**src/rtl/eda_fifo_reader_pkg.sv**
```systemverilog
// Shared definitions for the neighbour-FIFO drain reader: widths, FSM states and
// direction codes.
package eda_fifo_reader_pkg;

  localparam int unsigned CFG_ADDR_WIDTH = 12;
  localparam int unsigned CFG_CNT_WIDTH  = 16;

  typedef enum logic [2:0] {
    StIdle,
    StSelect,
    StPop,
    StWait,
    StCapture,
    StOut
  } state_e;

  // Direction code c maps to flag/read_en bit (7 - c).
  localparam logic [2:0] DIR_UPLEFT    = 3'd0;
  localparam logic [2:0] DIR_UP        = 3'd1;
  localparam logic [2:0] DIR_UPRIGHT   = 3'd2;
  localparam logic [2:0] DIR_LEFT      = 3'd3;
  localparam logic [2:0] DIR_RIGHT     = 3'd4;
  localparam logic [2:0] DIR_DOWNLEFT  = 3'd5;
  localparam logic [2:0] DIR_DOWN      = 3'd6;
  localparam logic [2:0] DIR_DOWNRIGHT = 3'd7;

endpackage

```
**src/rtl/eda_fifo_reader_if.sv**
```systemverilog
// FIFO-side and address-stream signals of the drain reader; master is the reader.
interface eda_fifo_reader_if
  import eda_fifo_reader_pkg::*;
#(
  parameter int unsigned ADDR_WIDTH = CFG_ADDR_WIDTH
);
  logic [7:0]              fifo_empty;
  logic [ADDR_WIDTH*8-1:0] data_out;
  logic [7:0]              read_en;
  logic                    addr_valid;
  logic                    addr_ready;
  logic [ADDR_WIDTH-1:0]   addr_out;
  logic [2:0]              dir_out;

  modport master (
    input  fifo_empty, data_out, addr_ready,
    output read_en, addr_valid, addr_out, dir_out
  );

  modport slave (
    output fifo_empty, data_out, addr_ready,
    input  read_en, addr_valid, addr_out, dir_out
  );
endinterface

```
**src/rtl/eda_fifo_reader_rr_pick8.sv**
```systemverilog
// Combinational round-robin search: first set request bit at or after i_start,
// wrapping modulo 8.
module eda_rr_pick8 (
  input  logic [7:0] i_req,
  input  logic [2:0] i_start,
  output logic       o_found,
  output logic [2:0] o_code
);

  logic [2:0] w_idx;

  always_comb begin
    o_found = 1'b0;
    o_code  = 3'd0;
    w_idx   = i_start;
    for (int i = 0; i < 8; i++) begin
      w_idx = i_start + 3'(i);
      if (!o_found && i_req[w_idx]) begin
        o_found = 1'b1;
        o_code  = w_idx;
      end
    end
  end

endmodule

```
**src/rtl/eda_fifo_reader.sv**
```systemverilog
// Drains eight neighbour FIFOs in round-robin order, one registered pop at a time,
// presenting each entry on a valid/ready address stream.
module eda_fifo_reader
  import eda_fifo_reader_pkg::*;
#(
  parameter int unsigned ADDR_WIDTH = CFG_ADDR_WIDTH,
  parameter int unsigned CNT_WIDTH  = CFG_CNT_WIDTH
) (
  input  logic                 clk,
  input  logic                 reset,
  input  logic                 start,
  eda_fifo_reader_if.master    bus,
  output logic                 busy,
  output logic                 done,
  output logic [CNT_WIDTH-1:0] pop_count
);

  state_e                r_state;
  logic [2:0]            r_sel;
  logic [2:0]            r_last_sel;
  logic [7:0]            r_read_en;
  logic                  r_addr_valid;
  logic [ADDR_WIDTH-1:0] r_addr_out;
  logic [2:0]            r_dir_out;
  logic                  r_done;
  logic [CNT_WIDTH-1:0]  r_pop_count;

  logic [7:0]            w_req;
  logic [2:0]            w_start;
  logic                  w_found;
  logic [2:0]            w_code;
  logic [ADDR_WIDTH-1:0] w_slice;

  // Requests indexed by direction code rather than flag bit.
  always_comb begin
    w_req = 8'h00;
    for (int c = 0; c < 8; c++) begin
      w_req[c] = ~bus.fifo_empty[7-c];
    end
  end

  always_comb begin
    w_slice = '0;
    for (int c = 0; c < 8; c++) begin
      if (r_sel == 3'(c)) begin
        w_slice = bus.data_out[(7-c)*ADDR_WIDTH +: ADDR_WIDTH];
      end
    end
  end

  assign w_start = r_last_sel + 3'd1;

  eda_rr_pick8 u_pick (
    .i_req   (w_req),
    .i_start (w_start),
    .o_found (w_found),
    .o_code  (w_code)
  );

  always_ff @(posedge clk) begin
    if (reset) begin
      r_state      <= StIdle;
      r_sel        <= 3'd0;
      r_last_sel   <= DIR_DOWNRIGHT;
      r_read_en    <= 8'h00;
      r_addr_valid <= 1'b0;
      r_addr_out   <= '0;
      r_dir_out    <= 3'd0;
      r_done       <= 1'b0;
      r_pop_count  <= '0;
    end else begin
      r_read_en <= 8'h00;
      r_done    <= 1'b0;
      case (r_state)
        StIdle: begin
          if (start) begin
            r_state     <= StSelect;
            r_pop_count <= '0;
          end
        end
        StSelect: begin
          if (!w_found) begin
            r_state <= StIdle;
            r_done  <= 1'b1;
          end else begin
            r_sel     <= w_code;
            r_read_en <= 8'h80 >> w_code;
            r_state   <= StPop;
          end
        end
        StPop:  r_state <= StWait;
        StWait: r_state <= StCapture;
        StCapture: begin
          r_addr_out   <= w_slice;
          r_dir_out    <= r_sel;
          r_addr_valid <= 1'b1;
          r_last_sel   <= r_sel;
          r_state      <= StOut;
        end
        StOut: begin
          if (bus.addr_ready) begin
            r_addr_valid <= 1'b0;
            r_pop_count  <= r_pop_count + CNT_WIDTH'(1);
            r_state      <= StSelect;
          end
        end
        default: r_state <= StIdle;
      endcase
    end
  end

  assign bus.read_en    = r_read_en;
  assign bus.addr_valid = r_addr_valid;
  assign bus.addr_out   = r_addr_out;
  assign bus.dir_out    = r_dir_out;
  assign busy           = (r_state != StIdle);
  assign done           = r_done;
  assign pop_count      = r_pop_count;

endmodule

```
**src/flat_wrapper.sv**
```systemverilog
// flat-port wrapper written by rule: the top's interface ports become plain ports
module eda_fifo_reader_flat import eda_fifo_reader_pkg::*;
#(
  parameter int unsigned ADDR_WIDTH = CFG_ADDR_WIDTH,
  parameter int unsigned CNT_WIDTH  = CFG_CNT_WIDTH
)
  (clk, reset, start, busy, done, pop_count, bus_fifo_empty, bus_data_out, bus_addr_ready, bus_read_en, bus_addr_valid, bus_addr_out, bus_dir_out);
  eda_fifo_reader_if #(.ADDR_WIDTH(ADDR_WIDTH)) bus_i ();
  input  logic clk;
  input  logic reset;
  input  logic start;
  output logic busy;
  output logic done;
  output logic [CNT_WIDTH-1:0] pop_count;
  input wire logic [$bits(bus_i.fifo_empty)-1:0] bus_fifo_empty;
  input wire logic [$bits(bus_i.data_out)-1:0] bus_data_out;
  input wire logic [$bits(bus_i.addr_ready)-1:0] bus_addr_ready;
  output wire logic [$bits(bus_i.read_en)-1:0] bus_read_en;
  output wire logic [$bits(bus_i.addr_valid)-1:0] bus_addr_valid;
  output wire logic [$bits(bus_i.addr_out)-1:0] bus_addr_out;
  output wire logic [$bits(bus_i.dir_out)-1:0] bus_dir_out;
  assign bus_i.fifo_empty = bus_fifo_empty;
  assign bus_i.data_out = bus_data_out;
  assign bus_i.addr_ready = bus_addr_ready;
  assign bus_read_en = bus_i.read_en;
  assign bus_addr_valid = bus_i.addr_valid;
  assign bus_addr_out = bus_i.addr_out;
  assign bus_dir_out = bus_i.dir_out;
  eda_fifo_reader #(.ADDR_WIDTH(ADDR_WIDTH), .CNT_WIDTH(CNT_WIDTH)) u_core (.clk(clk), .reset(reset), .start(start), .bus(bus_i), .busy(busy), .done(done), .pop_count(pop_count));
endmodule
```
**config.mk**
```make
export PLATFORM = sky130hd
export DESIGN_NAME = eda_fifo_reader_flat
export DESIGN_NICKNAME = d
export VERILOG_FILES = /design/src/rtl/eda_fifo_reader_pkg.sv /design/src/rtl/eda_fifo_reader_if.sv /design/src/rtl/eda_fifo_reader_rr_pick8.sv /design/src/rtl/eda_fifo_reader.sv /design/src/flat_wrapper.sv
export SDC_FILE = /design/constraint.sdc
export NUM_CORES = 1
export LEC_CHECK = 0
export BUFFER_PORTS_ARGS = -buffer_cell sky130_fd_sc_hd__clkbuf_2
export CAP_MARGIN = 20
export CELL_PAD_IN_SITES_DETAIL_PLACEMENT = 1
export CELL_PAD_IN_SITES_GLOBAL_PLACEMENT = 2
export CORE_ASPECT_RATIO = 1.2
export CORE_MARGIN = 2
export CORE_UTILIZATION = 30
export DETAILED_ROUTE_END_ITERATION = 12
export PLACE_DENSITY = 0.95
export SLEW_MARGIN = 20
export SYNTH_ARGS = -nofsm -noshare
export SYNTH_HDL_FRONTEND = slang
export SYNTH_HIERARCHICAL = 1
export SYNTH_SLANG_ARGS = --single-unit
```
**constraint.sdc**
```tcl
create_clock -name clk -period 5.3 [get_ports clk]
set_input_delay 0.53 -clock clk [delete_from_list [all_inputs] [get_ports clk]]
set_output_delay 0.53 -clock clk [all_outputs]
set_load 0.05 [all_outputs]
```
==> run metrics, run 1 <==
Max-cap violations=0; Combinational Power Share=0.290; critical path peak fanout=17; placed cell count=719; # IOs=150; Worst Path Buf+Inv=2; Sw Ratio=0.305; Slew Viols, Final=0; synth warn=6; Post-synth EDFFs=0; # port buffers=149; antenna violations before repair=0; Syn Inst Count=436; Tcrit/Tclk final=0.780; layout cells sized above 1=0.377; Crit path max-delay family=compound AO/OA/AOI/OAI gates; number of cells on the critical path=12; nets=674; Num CTS Buffers=5; Die Height=128 µm; Detailed Route WL=12300 µm; Hold Crit Depth=2; minimum clock period=4.13 ns; syn_nets=548; fmax=242 MHz; ys flop type=dfxtp_1; reg2reg setup slack=1.17 ns; via/cell ratio=5.46; sw power=334 µW; Mapped Area=0.00382 mm²; Fin Clk Skew=0.00654 ns; Initial Utilization=0.305; worst reg2reg path depth=12; die width=107 µm; Layout area overhead=25.8%; register area share after synthesis=0.262; Final setup viols=0; largest stage delay on the critical path=0.72 ns; commonest non-fill, non-tap cell in the layout=clkbuf_2; required time of the critical path=5.48 ns; RSZ-0062 raised after global routing=false; # DRC=0; hold buffer count at cts=0; Distinct cells, synth=64; core footprint=0.0126 mm²; commonest non-fill, non-tap cells in the layout=clkbuf_2 (149), dfxtp_1 (50), nor2_1 (32); total negative slack=0 ns; post-synthesis area per instance=8.77 µm²; Worst Hold Class=flip-flop to flip-flop; final setup margin=1.17 ns; Clock Latency Late Sink=0.29 ns; critical path's slowest cell=ha_1; DR iter-0 viols=93; post-CTS sizing=0; Slew @ Worst Pin=0.956 ns; internal power=762 µW; TritonRoute pass-1 iters=4; Leakage=0.00195 µW; WL/cell=16.9 µm; endpoints failing hold=0; final cell count without fillers=727; CP arrival=4.31 ns; n_diodes=0; gpl congestion=0.874; largest net degree at the start of global routing=46; Max-slew headroom=0.361; Clk pin slew, worst setup/hold paths=0.07 ns; global-route wire length before repair=20000 µm; DP HPWL=9680 µm; Place WS=1.24 ns; Clock Power Share=0.352; clock sinks=50; Setup crit start kind=flip-flop; post-route ant nets=0; CTS Buffer Depth=2; vias in the first global route=4207; # rows=45; CTS Root Cell=clkbuf_16; global route overflow=0; CTS tree=done; CP cell instances=inv_1 -> inv_2 -> ha_1 -> mux4_2 -> a21oi_1 -> o311a_1 -> o21ai_2 -> o311ai_1 -> nand2_1 -> o21ai_1 -> nand2b_1 -> nor2_1; ys async rst share=0; WS Path Type=flip-flop to flip-flop; H-Tree Depth=2; pwr dens=228 mW/mm²; status=finished, final reports clean; Finished Core Util=0.383; via count=3967; Crit. End Element=flip-flop; die area=0.0137 mm²; register bit total from synthesis=50; maximum vdd drop=0.105 mV; Hold WS=0.469 ns; GRT Total Usage=0.181; sequential share of power=0.358; Post-CTS Setup Bufs=0
flip-flops by register name (all words and copies together), names as in the netlist:
signal,flops
u_core/pop_count,16
u_core/bus.addr_out,12
u_core/bus.read_en,8
u_core/bus.dir_out,3
u_core/r_last_sel,3
u_core/r_sel,3
u_core/r_state,3
u_core/bus.addr_valid,1
u_core/done,1
through the flow:
stage | power, µW | instance area [µm²]
global route | 1160 | 4810
finish | 1100 | 4810
CTS | 1110 | 4810
floorplan | 629 | 3820
global placement | 708 | 4630
detailed placement | 718 | 4630
tightest hold or removal path: stages, from the launching register on:
cell	delay, ns
dfxtp_1	0.31
nand2_1	0.05
a21oi_1	0.06
path summary, 6_finish.rpt:
| check | startpoint | to |
|---|---|---|
| max | u_core/r_last_sel[0] | u_core/bus.read_en[5] |
| min | u_core/bus.dir_out[0] | u_core/bus.dir_out[0] |
| min reg2reg | u_core/bus.dir_out[0] | u_core/bus.dir_out[0] |
| max reg2reg | u_core/r_last_sel[0] | u_core/bus.read_en[5] |
power groups by stage:
stage | Clock, µW | Sequential, µW | Combinational, µW
after floorplan | 0 | 409 | 219
after global placement | 0 | 401 | 307
after detailed placement | 0 | 401 | 316
after CTS | 398 | 393 | 318
after global routing | 414 | 394 | 347
final | 385 | 393 | 318
metal layers:
metal / global-route usage / wire [µm]
met4: 0.0665 / 306
met2: 0.347 / 6520
met1: 0.190 / 4720
met5: 0 / 0
met3: 0.0397 / 775
synth_stat cells (all sizes together), types with 7 or more instances:
cell,number,area share
o21a,12,0.024
mux2,25,0.076
clkbuf,17,0.017
or3,7,0.011
a211oi,11,0.022
buf,18,0.030
mux4,19,0.12
nand2b,8,0.013
nor3,9,0.013
inv,20,0.020
nor2b,12,0.020
o22ai,10,0.016
xor2,9,0.021
o21ai,22,0.032
o41ai,10,0.023
o221ai,11,0.025
dfxtp,50,0.26
nor2,32,0.031
a21oi,26,0.034
mux2i,8,0.024
nand2,31,0.030
nand3,12,0.016
final cells by class:
cell class	count	area, µm²
inverter	20	75.1
clock buffer	6	139
fill	1539	7750
multi-input combinational	331	2570
sequential	50	1000
tap	164	205
clock inverter	2	38.8
timing repair buffer	154	783
logic make-up (layout without fill, tap and decap cells):
group,after synthesis,in the layout,share of synthesized area
and+or+nand+nor,135,135,0.183
AOI/OAI and AO/OA,130,130,0.236
buffers and inverters,55,182,0.0668
muxes,52,52,0.217
DFF,50,50,0.262
xor gates and xnor gates,10,10,0.0229
adders and majority gates,4,4,0.0131
Note: power is estimated with default switching activity, not from simulation.
==> run 2: changes to the inputs <==
- CORE_UTILIZATION: 30 -> 28
- PLACE_DENSITY: 0.95 -> 0.91
- clock period: 5.3 -> 3.82 ns (I/O delays scaled with it)
==> run 2 against run 1 <==
Against the previous run:
- flip-flop and latch count stayed put
- power is 33% higher
- die area is 6.9% higher
- clock skew is 0.0048 ns higher
- sequential power is 39% higher
- non-clock buffer count is 2 higher
- setup slack worse by 0.88 ns
- via count is 0.71% higher
- highest routed layer unchanged
==> run metrics, run 2 (synthesis gave the netlist of run 1 again) <==
GRT Total Usage=0.176; global-route wire length before repair=21300 µm; TritonRoute pass-1 iters=4; # DRC=0; H-Tree Depth=2; Die Height=132 µm; largest net degree at the start of global routing=29; CTS tree=done; Slew Viols, Final=0; # rows=46; antenna violations before repair=0; Max-cap violations=0; via count=3995; layout cells sized above 1=0.384; nets=676; # IOs=150; total negative slack=0 ns; global route overflow=0; critical path's slowest cell=mux4_2; minimum clock period=3.53 ns; hold buffer count at cts=0; gpl congestion=0.905; Clock Latency Late Sink=0.29 ns; Hold WS=0.456 ns; Clk pin slew, worst setup/hold paths=0.07 ns; maximum vdd drop=0.167 mV; die area=0.0146 mm²; met1 Use GR=0.185; Worst Hold Class=flip-flop to flip-flop; fmax=283 MHz; largest stage delay on the critical path=0.60 ns; CP arrival=3.72 ns; WS Path Type=flip-flop to flip-flop; Tcrit/Tclk final=0.925; Max-slew headroom=0.334; CTS Root Cell=clkbuf_16; Setup crit start kind=flip-flop; cell mode on critical path=nand2_1; # port buffers=149; post-route ant nets=0; via/cell ratio=5.45; Initial Utilization=0.288; critical path peak fanout=9; Slew @ Worst Pin=0.997 ns; Design Power=1450 µW; Final setup viols=0; die width=111 µm; grt met3 use=0.0363; DP HPWL=10400 µm; core footprint=0.0133 mm²; Finished Core Util=0.362; CP cell instances=ha_1 -> inv_1 -> ha_2 -> mux4_2 -> a21oi_1 -> o311a_1 -> o21ai_2 -> nor3_2 -> nand2_1 -> nand3b_1 -> nor3_1 -> nand2_1 -> o21ai_0; RSZ-0062 raised after global routing=false; pwr dens=302 mW/mm²; grt met2 use=0.342; grt peak-use layer=met2; DR iter-0 viols=121; commonest non-fill, non-tap cells in the layout=clkbuf_2 (149), dfxtp_1 (50), nor2_1 (32); worst reg2reg path depth=13; Detailed Route WL=13000 µm; required time of the critical path=4.00 ns; CTS Buffer Depth=2; vias in the first global route=4305; Layout area overhead=26.0%; Hold Crit Depth=2; Crit. End Element=flip-flop; Fin Clk Skew=0.0114 ns; n_diodes=0; max reg flops=16; endpoints failing hold=0; Place WS=0.192 ns; final setup margin=0.285 ns; Leakage=0.00195 µW; WL/cell=17.7 µm; status=finished, final reports clean; commonest non-fill, non-tap cell in the layout=clkbuf_2; clock sinks=50; Num CTS Buffers=5
-- run 2: cell types whose count changed in the layout (fill, tap and decap cells not counted) --
cell	delta
buf_4	+2
clkinv_4	+2
a31oi_1	-1
a31oi_2	+1
bufinv_16	-1
clkbuf_8	-1
ha_1	-1
ha_2	+1
inv_6	-1
inv_8	+1
o21ai_1	-1
o21ai_2	+1
-- run 2: cell type report --
class,instances,area (µm²)
Timing Repair Buffer,156,798
Sequential cell,50,1000
Inverter,20,75.1
Clock buffer,5,125
Fill cell,1597,8480
Multi-Input combinational cell,331,2580
Clock inverter,3,28.8
Tap cell,168,210
-- run 2: repair_timing --
| action | 4_1_cts | 5_1_grt |
|---|---|---|
| endpoints found under the hold margin | 0 | 0 |
| endpoints found under the setup margin | 0 | 11 |
| buffers inserted | 0 | 0 |
| resized for setup | 0 | 3 |
-- run 2: power breakdown --
part,leakage [µW],total [µW],internal (µW),switching (µW)
combinational,0.00147,450,200,251
clock,0.0000759,457,250,207
sequential,0.000404,547,532,14.9
total,0.00195,1450,981,473
-- run 2: critical path: cells and delay by family, from the launching register on --
kind	cells	cell delay (ns)
AO/OA/AOI/OAI	4	0.70
adder cells (fa/ha/maj)	2	0.78
buffers and inverters	1	0.12
flip-flops	1	0.32
multiplexers	1	0.60
AND/OR/NAND/NOR	5	0.88
-- run 2: final timing paths --
| kind | slack (ns) | end | start |
|---|---|---|---|
| max reg2reg | 0.29 | u_core/r_sel[2] | u_core/r_last_sel[1] |
| min | 0.46 | u_core/bus.dir_out[0] | u_core/bus.dir_out[0] |
| max | 0.29 | u_core/r_sel[2] | u_core/r_last_sel[1] |
| min reg2reg | 0.46 | u_core/bus.dir_out[0] | u_core/bus.dir_out[0] |
-- run 2: metal layers --
layer	vias to the layer above	wire, µm	share of wire
li1	1905	-	-
met5	-	0	0
met3	20	809	0.062
met1	1917	4800	0.37
met2	153	7060	0.54
met4	0	323	0.025
-- run 2: stage by stage --
| step | area, µm² | instances |
|---|---|---|
| 2_1_floorplan | 3820 | 436 |
| 3_3_place_gp | 4650 | 725 |
| 3_5_place_dp | 4650 | 725 |
| 4_1_cts | 4810 | 733 |
| 5_1_grt | 4820 | 733 |
| 6_report | 4820 | 733 |
